### src/rtl/program_loader_pkg.sv
// Shared definitions for the framed program loader: FSM states, frame constants.
// Frame: SYNC | TARGET | CNT_HI | CNT_LO | CNT*4 payload bytes (LE) | XOR checksum.
package program_loader_pkg;

  typedef enum logic [2:0] {
    ST_IDLE,
    ST_TARGET,
    ST_CNT_HI,
    ST_CNT_LO,
    ST_DATA,
    ST_CHECK,
    ST_DONE,
    ST_ERR
  } state_t;

  localparam logic [7:0] SYNC     = 8'hA5;
  localparam logic [7:0] TGT_IMEM = 8'h00;
  localparam logic [7:0] TGT_DMEM = 8'h01;

  // A frame may fill the whole memory but never run past its end.
  function automatic logic cnt_too_big(input logic [15:0] cnt, input int addr_w);
    return {1'b0, cnt} > (17'd1 << addr_w);
  endfunction

endpackage

### src/rtl/program_loader_word_packer.sv
// Assembles accepted bytes LSB-first into 32-bit words; word_vld pulses with the 4th byte.
// Zero latency to word_vld (combinational on the 4th byte); never stalls the byte stream.
module word_packer (
  input  logic        clk_i,
  input  logic        rst_i,
  input  logic        byte_vld,
  input  logic [7:0]  byte_dat,
  output logic        word_vld,
  output logic [31:0] word_dat
);

  logic [1:0]  idx;
  logic [23:0] shift;

  always_ff @(posedge clk_i) begin
    if (rst_i) begin
      idx   <= 2'd0;
      shift <= 24'd0;
    end else if (byte_vld) begin
      idx   <= idx + 2'd1;
      shift <= {byte_dat, shift[23:8]};
    end
  end

  assign word_vld = byte_vld && (idx == 2'd3);
  assign word_dat = {byte_dat, shift};

endmodule

### src/rtl/program_loader.sv
// Framed byte-stream loader writing 32-bit words into instruction/data memory; holds the core until done.
// Write strobe one cycle after the 4th byte of a word; byte_ready_o drops only in DONE/ERR.
module program_loader
  import program_loader_pkg::*;
#(
  parameter int ADDR_W = 8,
  parameter int DATA_W = 32
) (
  input  logic              clk_i,
  input  logic              rst_i,
  input  logic [7:0]        byte_i,
  input  logic              byte_valid_i,
  output logic              byte_ready_o,
  output logic              mem_we_o,
  output logic              mem_sel_o,
  output logic [ADDR_W-1:0] mem_addr_o,
  output logic [DATA_W-1:0] mem_data_o,
  output logic              cpu_hold_o,
  output logic              done_o,
  output logic              error_o
);

  state_t      state, state_nxt;
  logic        acc;
  logic [7:0]  cnt_hi;
  logic [15:0] cnt;
  logic [15:0] cnt_in;
  logic [15:0] word_cnt;
  logic [7:0]  csum;
  logic        pk_vld;
  logic [31:0] pk_dat;
  logic        last_word;

  assign acc       = byte_valid_i && byte_ready_o;
  assign cnt_in    = {cnt_hi, byte_i};
  assign last_word = pk_vld && (word_cnt == cnt - 16'd1);

  word_packer u_packer (
    .clk_i    (clk_i),
    .rst_i    (rst_i),
    .byte_vld (acc && (state == ST_DATA)),
    .byte_dat (byte_i),
    .word_vld (pk_vld),
    .word_dat (pk_dat)
  );

  always_ff @(posedge clk_i) begin
    if (rst_i) state <= ST_IDLE;
    else       state <= state_nxt;
  end

  always_comb begin
    state_nxt = state;
    if (acc) begin
      case (state)
        ST_IDLE:   if (byte_i == SYNC) state_nxt = ST_TARGET;
        ST_TARGET: state_nxt = (byte_i == TGT_IMEM || byte_i == TGT_DMEM) ? ST_CNT_HI : ST_ERR;
        ST_CNT_HI: state_nxt = ST_CNT_LO;
        ST_CNT_LO: begin
          if (cnt_too_big(cnt_in, ADDR_W)) state_nxt = ST_ERR;
          else if (cnt_in == 16'd0)        state_nxt = ST_CHECK;
          else                             state_nxt = ST_DATA;
        end
        ST_DATA:   if (last_word) state_nxt = ST_CHECK;
        ST_CHECK:  state_nxt = (byte_i == csum) ? ST_DONE : ST_ERR;
        default:   state_nxt = state;
      endcase
    end
  end

  always_comb begin
    byte_ready_o = !(state == ST_DONE || state == ST_ERR);
    cpu_hold_o   = (state != ST_DONE);
    done_o       = (state == ST_DONE);
    error_o      = (state == ST_ERR);
  end

  always_ff @(posedge clk_i) begin
    if (rst_i) begin
      mem_we_o   <= 1'b0;
      mem_sel_o  <= 1'b0;
      mem_addr_o <= '0;
      mem_data_o <= '0;
      cnt_hi     <= 8'd0;
      cnt        <= 16'd0;
      word_cnt   <= 16'd0;
      csum       <= 8'd0;
    end else begin
      mem_we_o <= pk_vld;
      if (pk_vld) begin
        mem_addr_o <= word_cnt[ADDR_W-1:0];
        mem_data_o <= pk_dat;
        word_cnt   <= word_cnt + 16'd1;
      end
      if (acc) begin
        case (state)
          ST_TARGET: if (byte_i == TGT_IMEM || byte_i == TGT_DMEM) mem_sel_o <= byte_i[0];
          ST_CNT_HI: cnt_hi <= byte_i;
          ST_CNT_LO: cnt    <= cnt_in;
          ST_DATA:   csum   <= csum ^ byte_i;
          default:   ;
        endcase
      end
    end
  end

endmodule

### config.mk
export PLATFORM = sky130hd
export DESIGN_NAME = program_loader
export DESIGN_NICKNAME = d
export VERILOG_FILES = /design/src/rtl/program_loader_pkg.sv /design/src/rtl/program_loader_word_packer.sv /design/src/rtl/program_loader.sv
export SDC_FILE = /design/constraint.sdc
export NUM_CORES = 1
export LEC_CHECK = 0
export BUFFER_PORTS_ARGS = -buffer_cell sky130_fd_sc_hd__buf_2
export CAP_MARGIN = 10
export CELL_PAD_IN_SITES_DETAIL_PLACEMENT = 1
export CELL_PAD_IN_SITES_GLOBAL_PLACEMENT = 1
export CORE_MARGIN = 2
export CORE_UTILIZATION = 39
export DETAILED_ROUTE_END_ITERATION = 10
export PLACE_DENSITY = 0.84
export REMOVE_ABC_BUFFERS = 1
export SLEW_MARGIN = 10
export SYNTH_ARGS = -nofsm -noshare
export SYNTH_HDL_FRONTEND = slang
export SYNTH_SLANG_ARGS = --single-unit
### constraint.sdc
create_clock -name clk_i -period 2 [get_ports clk_i]
set_input_delay 0.1 -clock clk_i [delete_from_list [all_inputs] [get_ports clk_i]]
set_output_delay 0.1 -clock clk_i [all_outputs]
set_load 0.05 [all_outputs]
==> qor.json <==
{
  "outcome": "finished clean",
  "yosysTopAreaCell": "dfxtp_1",
  "clockRootBuffer": "clkbuf_16",
  "finalNetCount": 705,
  "ant_nets": 0,
  "routed-wl-met3_um": 517,
  "synth_edf_count": 0,
  "final.setup_skew_ns": 0.007493,
  "maxUsedRoutingLayer": "met4",
  "total_iterations_of_the_first_detailed_routing_run": 4,
  "floorplan.initialDensity_pct": 39.67,
  "synth.ff_latch_count": 119,
  "min-delay-path-class": "input pin to flip-flop",
  "worst-setup-path-type": "flip-flop to flip-flop",
  "synthDistinctLibCells": 47,
  "routed_wire_length_per_instance_um": 15.90,
  "count_of_input_and_output_buffers": 56,
  "drt_iter0_drc": 204,
  "final_design_area_no_fill_sq_um": 6248,
  "internal-power_mw": 4.173,
  "die_width_um": 116.8,
  "grt_antenna_before_repair": 0,
  "via_count_of_the_first_global_routing_pass": 4520,
  "clk_pin_slew_ns": 0.06,
  "htree_num_levels": 4,
  "seqPwrFrac_pct": 43.6,
  "grt.total_usage_pct": 21.32,
  "flow.area_growth_from_synthesis_pct": 25.83,
  "largest_net_degree_at_the_start_of_global_routing": 61,
  "worst-path-max-fanout": 7,
  "clock_sinks": 119,
  "timing.max_cap.violations": 0,
  "n_fill_cell": 1537,
  "cp.arrival_ns": 2.27,
  "vias": 4474,
  "critical_path_required_ns": 2.35,
  "grt_pass1_wl_um": 22650,
  "max_freq_mhz": 521.0,
  "clock_group_share_of_total_power_pct": 54.4,
  "critical_path.reg2reg.startpoint": "cnt[1]",
  "drive_gt1_share_pct": 20.45,
  "min_period_ns": 1.919,
  "synth.top_cells.by_area": "dfxtp_1 48%, nand2_1 13%, a21oi_1 9.0%",
  "wl_um": 13930,
  "final_cell_mix": "177 x nand2_1, 117 x dfxtp_1, 89 x a21oi_1",
  "timing.reg2reg.worst_path_depth": 8,
  "cts_max_path_buffers": 2,
  "syn_area_per_cell_sq_um": 8.036,
  "power.net_switching_mw": 1.263,
  "post-route-drc-count": 0,
  "placementRows": 41,
  "max-slew-margin-rel_pct": 59.09,
  "yosysSeqAreaShare_pct": 47.97,
  "count_of_yosys_warnings_during_synthesis": 0,
  "vias_per_cell": 5.107,
  "grt_overflow_total": 0,
  "worstSetupEndpointType": "flip-flop",
  "io_pins": 57,
  "crit_start": "cnt[1]",
  "power_leakage_nw": 2.346,
  "dr_wl_met2_um": 7000,
  "fp.coreArea_sq_um": 12520,
  "kind_of_launch_point_of_the_worst_setup_path": "flip-flop",
  "finalWeightedCongestion": 0.9071,
  "report.final.setup_viol": 0,
  "fin_worst_hold_slack_ns": 0.02109,
  "synth_top_area_share_pct": 47.97,
  "die_h_um": 116.8,
  "clkLatencyLatePin_ns": 0.42,
  "mostFrequentLayoutCell": "nand2_1",
  "rrSetupSlack_ns": 0.08,
  "floorplan.die_area_sq_um": 13650,
  "switching_share_pct": 23.23,
  "ys.flop_type": "dfxtp_1",
  "finalHoldViolCount": 0,
  "cts_tree": "yes",
  "async_reset_ff_share_pct": 0,
  "vdd.ir_drop.worst_uv": 406.6,
  "power.combinational.fraction_pct": 1.9,
  "p_per_area_nw_per_um2": 869.9,
  "r2r-end": "state[0]",
  "finalCoreUtilization_pct": 49.92,
  "place.detailed.hpwl_um": 9411,
  "wl_met1_um": 6045,
  "post_synth_inst_count": 618,
  "layout_worst_path_cycle_share_pct": 95.97,
  "final-max-slew-violation-count": 0,
  "syn-cell-area_sq_um": 4966,
  "cp-endpoint": "state[0]",
  "num_antenna_cells": 0,
  "placed_cell_area_sq_um": 5589,
  "tritoncts.num_buffers": 17,
  "tightest_slew_ns": 0.6137
}
[Yosys cell counts, types with 5 or more instances]
| master | count |
|---|---|
| mux2i_1 | 10 |
| clkbuf_1 | 33 |
| nor4_1 | 5 |
| inv_1 | 5 |
| xor2_1 | 26 |
| nand2b_1 | 5 |
| xnor2_1 | 25 |
| dfxtp_1 | 119 |
| nor2_1 | 44 |
| nand4_1 | 11 |
| nand3_1 | 5 |
| a21oi_1 | 89 |
| nor3_1 | 7 |
| nand2_1 | 177 |
[worst min path at each step]
stage / startpoint / end / slack [ns] / cells past startpoint
finish: byte_i[7] / cnt[7] / 0.02 / 3
global route: byte_i[0] / mem_data_o[24] / 0.04 / 3
CTS: byte_i[7] / mem_data_o[31] / 0.02 / 3
detailed placement: rst_i / state[2] / 0.35 / 2
global placement: rst_i / state[2] / 0.35 / 2
floorplan: rst_i / cnt[0] / 0.17 / 1
[state kept, by name, summed over array words and instances, names as in the netlist]
register / flops
cnt: 16
cnt_hi: 8
csum: 8
mem_addr_o: 8
mem_data_o: 32
mem_sel_o: 1
mem_we_o: 1
state: 3
u_packer.idx: 2
u_packer.shift: 24
word_cnt: 16
[power by group through the flow]
stage	registers [mW]	clock network (mW)	logic, mW
final	2.37	2.96	0.104
after detailed placement	2.42	0	0.101
after global routing	2.37	3.10	0.113
after global placement	2.42	0	0.100
after floorplan	2.42	0	0.0146
after CTS	2.37	2.99	0.104
[critical path, stage by stage (launching register included)]
cell,delay (ns)
dfxtp_1,0.33
inv_1,0.09
ha_4,0.17
nand2b_1,0.15
a21oi_1,0.07
a311o_1,0.35
a2111oi_2,0.37
a41oi_2,0.19
o21ai_1,0.13
[cell families (layout without fill, tap and decap cells)]
kind of cell / count (synthesis) / in the layout / share of synthesized area [%]
flops: 119 / 119 / 47.97
fa+ha+maj: 3 / 3 / 0.7559
buf+inv: 46 / 132 / 3.653
mux: 11 / 11 / 2.242
xor+xnor: 51 / 51 / 8.995
simple gates: 281 / 281 / 24.84
compound gates: 107 / 107 / 11.54
[through the flow]
stage,TNS (ns),power (mW),instances,setup slack [ns]
final,0,5.436,876,0.08065
after global routing,-0.01511,5.588,876,-0.01511
after CTS,0,5.470,874,0.01347
after detailed placement,-0.1149,2.525,841,-0.08585
after global placement,-0.007896,2.524,841,-0.007896
after floorplan,-147.38,2.438,577,-2.744
[per-layer routing]
layer / track usage [%] / vias up
met4: 8.471 / 0
met2: 36.61 / 95
met3: 5.407 / 31
met1: 25.61 / 2144
li1: - / 2204
met5: 0 / -
[cell type report]
type | instances | area, sq um | share of cell area [%]
clock buffers | 18 | 439.2 | 7.028
clock inverters | 14 | 138.9 | 2.223
inverters | 5 | 18.77 | 0.3004
multi-input cells | 453 | 2470 | 39.53
flip-flops and latches | 119 | 2385 | 38.17
well taps | 172 | 215.2 | 3.444
repair buffers | 95 | 581.8 | 9.311
[what timing repair did]
| action | in CTS | in global routing |
|---|---|---|
| endpoints found under the hold margin | 2 | 0 |
| hold buffers | 1 | 0 |
| resized for setup | 3 | 10 |
| setup buffers | 0 | 2 |
| endpoints found under the setup margin | 1 | 4 |
| pin swaps | 1 | 6 |
Note: power is estimated with default switching activity, not from simulation.
